## config.mk

```make
export PLATFORM = sky130hd
export DESIGN_NAME = relu
export DESIGN_NICKNAME = d
export VERILOG_FILES = /design/src/rtl/relu_pkg.sv /design/src/rtl/relu_lane.sv /design/src/rtl/relu.sv
export SDC_FILE = /design/constraint.sdc
export NUM_CORES = 1
export LEC_CHECK = 0
export CORE_MARGIN = 5
export CORE_UTILIZATION = 33
export CTS_CLUSTER_DIAMETER = 50
export DETAILED_ROUTE_END_ITERATION = 16
export PLACE_DENSITY = 0.78
export RECOVER_POWER = 100
export SYNTH_ARGS = -nofsm -noshare
export SYNTH_HDL_FRONTEND = slang
export SYNTH_SLANG_ARGS = --single-unit
```

## constraint.sdc

```tcl
create_clock -name clock -period 0.8 [get_ports clock]
set_clock_uncertainty 0.2 [all_clocks]
set_input_delay 0.08 -clock clock [delete_from_list [all_inputs] [get_ports clock]]
set_output_delay 0.08 -clock clock [all_outputs]
set_load 0.05 [all_outputs]
```

## src/rtl/relu_pkg.sv

```systemverilog
`default_nettype none
// ============================================================================
//  Module      : relu_pkg
//  Description : Shared lane constants, lane type and ReLU helper for the
//                packed-vector ReLU block.
//  Revision    : 1.0 - initial release
// ============================================================================
package relu_pkg;

  // Width of one independent lane in the packed vectors.
  localparam int LANE_W = 8;

  // One lane, interpreted as a two's-complement signed value.
  typedef logic signed [LANE_W-1:0] lane_t;

  // Rectify one lane: negative values clamp to zero, others pass through.
  function automatic lane_t relu_fn(input lane_t x);
    return x[LANE_W-1] ? lane_t'(0) : x;
  endfunction

endpackage : relu_pkg
`default_nettype wire

```

## src/rtl/relu_lane.sv

```systemverilog
`default_nettype none
// ============================================================================
//  Module      : relu_lane
//  Description : Combinational ReLU of a single signed 8-bit lane.
//  Revision    : 1.0 - initial release
// ============================================================================
module relu_lane
  import relu_pkg::*;
(
  input  lane_t in_i,
  output lane_t out_o
);

  // The sign bit alone selects zero or pass-through.
  assign out_o = relu_fn(in_i);

endmodule : relu_lane
`default_nettype wire

```

## src/rtl/relu.sv

```systemverilog
`default_nettype none
// ============================================================================
//  Module      : relu
//  Description : SIZE parallel 8-bit signed ReLU lanes with a single output
//                register (latency 1, no stall). Asynchronous active-low
//                reset clears the output immediately.
//  Revision    : 1.0 - initial release
// ============================================================================
module relu
  import relu_pkg::*;
#(
  parameter int SIZE = 4
) (
  input  logic                   clock,
  input  logic                   reset,
  input  logic [LANE_W*SIZE-1:0] in,
  output logic [LANE_W*SIZE-1:0] out
);

  logic [LANE_W*SIZE-1:0] out_d;
  logic [LANE_W*SIZE-1:0] out_q;

  // One combinational lane per byte; lanes never interact.
  for (genvar k = 0; k < SIZE; k++) begin : g_lane
    lane_t lane_out;

    relu_lane u_lane (
      .in_i  (lane_t'(in[k*LANE_W +: LANE_W])),
      .out_o (lane_out)
    );

    assign out_d[k*LANE_W +: LANE_W] = lane_out;
  end

  // Output register: cleared asynchronously, otherwise captures every edge.
  always_ff @(posedge clock or negedge reset) begin
    if (!reset) begin
      out_q <= '0;
    end else begin
      out_q <= out_d;
    end
  end

  assign out = out_q;

endmodule : relu
`default_nettype wire

```

# After elaboration in Yosys (flattened, before gate mapping)
# Index checks and enable logic that the tools add are counted.
# totals
register_bits	32
in_bits	34
# classes
muxes	4
# op_table
op	n
$mux W7	4

# Logic depth before layout (Yosys ltp)
# depth
word_depth	1
mapped_depth	1
depth_no_buf	1

# Modules after synthesis
# A second synthesis with hierarchy kept.
# unflattened
cells_unflattened	68
area_unflattened_um2	1021.0
# by_module_without_submodules
mod	instances	cells_per_inst	area_per_inst_um2
relu	1	32	800.8
relu_lane	4	9	55.1

# Least setup slack after synthesis
# No wires, ideal clock.
# synth_timing
path_type	reg2out
from	register out_q[0] (netlist: out[0])
to	output port out[0]
arrival_ns	0.586
required_ns	0.520
slack_ns	-0.066
path_stages_with_launch	1
path_buffers	0
path_cell_list	dfrtp_1
# synth_rtl
item	line	rtl
start, declared	relu.sv:21	logic [LANE_W*SIZE-1:0] out_q;
start signal, assigned	relu.sv:40	out_q <= out_d;
end, declared	relu.sv:17	output logic [LANE_W*SIZE-1:0] out
# No word-level cell between the ends.

# Final worst setup path
# layout_timing
from	register out_q[18] (netlist: out[18])
to	output port out[18]
# No word-level cell between the ends.

==> impl_results.md <==
* Run status: finished, violations left
* Violated checks: negative hold slack, negative setup slack
* Clock network power share at 0.214
* PD cells at 1620 mW/mm^2
* Commonest non-fill, non-tap cells in the layout: 33 x clkdlybuf4s50_1, 28 x nor2b_1, 28 x dfrtp_2, 28 x buf_12
* Yosys warning count at 0
* Critical Path Fanout Max at 1
* Routability congestion estimate at 0.652
* Routed Antenna Nets at 0
* Row count at 19
* Final WL at 2070 microns
* Via count at 639
* # setup viols final at 28
* Flop pwr share at 0.506
* Vias in the first global route at 822
* Max VDD drop at 1130 uV
* Tmin final at 1200 ps
* Nets at 161
* I/O Buffers at 61
* H-tree depth at 1
* Int Pwr at 0.00223 W
* Initial antenna violation count at 0
* CP Launch Type: flip-flop
* Period utilisation layout at 1.50
* Delay of the slowest cell on the worst path at 450 ps
* Final instance area at 0.00190 sq mm
* Reg clk slew, reported paths at 150 ps
* GRT overflow at 0
* Crit-path cells: buf_12
* First-pass detailed-route iteration total at 2
* Fmax at 834 MHz
* CTS buffer count at 3
* CP Class: flip-flop to output port
* Post-CTS Repair Setup Buffers at 0
* Netlist cell types at 4
* Routed vias/inst at 4.07
* Min-Delay Path Class: input port to async pin
* Starting Density at 0.336
* DRC at 0
* Leakage at 0.798 nW
* Tot Pwr at 0.00308 W
* Fin. Hold Viols at 28
* Critical Path Stages at 1
* Slowest CP cell: dfrtp_2
* RSZ-0062 raised after global routing: true
* Post-DP Area at 0.00188 sq mm
* Post-synthesis cell count at 61
* Dpl ws at -307 ps
* Max FFs per register at 28
* CP required at 520 ps
* PnR worst setup slack at -399 ps
* Die span in y at 62.5 microns
* Share of layout cells above drive strength 1 at 0.484
* Comb power frac at 0.280
* Area delta synth->final at 109%
* Crit path DAT at 920 ps
* Iteration-0 DRC Markers at 10
* Fill cell count at 194
* Most common library cell in the layout ignoring fill and taps: clkdlybuf4s50_1
* IO Count at 66
* Switching Share at 0.277
* Min Hold Slack at -49.7 ps
* Core region area at 0.00271 sq mm
* Final max-slew violation count at 0
* Post-synthesis sequential area ratio at 0.770
* Largest net degree at the start of global routing at 29
* ANT cells at 0
* CTS Sinks at 28
* Synthesis-stage register bit count at 28
* First-pass GRT wire length at 3700 microns
* CP bufs+invs at 1
* Post-DR wirelength/cell at 13.2 microns
* CTS Buffer Depth at 2
* MaxCap Viol Count at 0
* Clock Root Buffer: clkbuf_4
* Synthesized area per cell at 14.9 sq um
* Setup crit end kind: output port
* Full die area at 0.00391 sq mm
* Post-Syn Area at 910 sq um
* Family with the most delay on the worst path: flip-flops
* CTS tree: yes
* Total track usage at 0.119
* Sw Pwr at 0.000853 W
* Die X at 62.5 microns
[layer usage]
metal | global-route usage | vias up | share of wire
met5 | 0 | - | 0
met4 | 0.0477 | 0 | 0.013
met3 | 0.0342 | 2 | 0.082
met2 | 0.223 | 37 | 0.57
met1 | 0.121 | 297 | 0.33
li1 | - | 303 | -
[timing repair]
item / in CTS / in global routing
endpoints found under the setup margin: 28 / 28
gates resized for setup: 0 / 0
hold endpoints to repair: 28 / 28
[path summary, 6_finish.rpt]
| kind | from | to |
|---|---|---|
| max | out[18] | out[18] |
| min | reset | out[29] |
| max in group asynchronous | reset | out[3] |
| min in group clock | in[30] | out[30] |
[power by group through the flow]
| stage | clock network, W | logic [W] | registers (W) |
|---|---|---|---|
| 6_report | 0.000660 | 0.000862 | 0.00156 |
| 5_1_grt | 0.000756 | 0.000902 | 0.00157 |
| 4_1_cts | 0.000685 | 0.000880 | 0.00156 |
| 3_5_place_dp | 0 | 0.000879 | 0.00159 |
| 3_3_place_gp | 0 | 0.000866 | 0.00159 |
| 2_1_floorplan | 0 | 0.000104 | 0.00181 |
[kinds of logic after synthesis]
| group | after synthesis | synth area share |
|---|---|---|
| and+or+nand+nor | 28 | 0.193 |
| other | 1 | 0.00412 |
| DFF | 28 | 0.770 |
| buffers and inverters | 4 | 0.0330 |
[stage by stage]
stage	utilization	instances	setup TNS (ps)
after floorplan	-	64	0
after global placement	0.692	153	-8200
after detailed placement	0.692	153	-9200
after CTS	0.705	157	-11070
after global routing	0.701	157	-12100
final	0.701	157	-10670
[Yosys cell counts (all sizes together)]
| cell type | instances | area share |
|---|---|---|
| dfrtp | 28 | 0.77 |
| nor2b | 28 | 0.19 |
| buf | 4 | 0.033 |
| conb | 1 | 0.0041 |
[final cells by class]
type | instances | area, sq um | area share
clock buffers | 4 | 36.3 | 0.0191
flip-flops and latches | 28 | 736 | 0.387
repair buffers | 62 | 898 | 0.473
well taps | 31 | 38.8 | 0.0204
multi-input cells | 32 | 190 | 0.100
No activity file was read; power rests on OpenSTA's default activity.
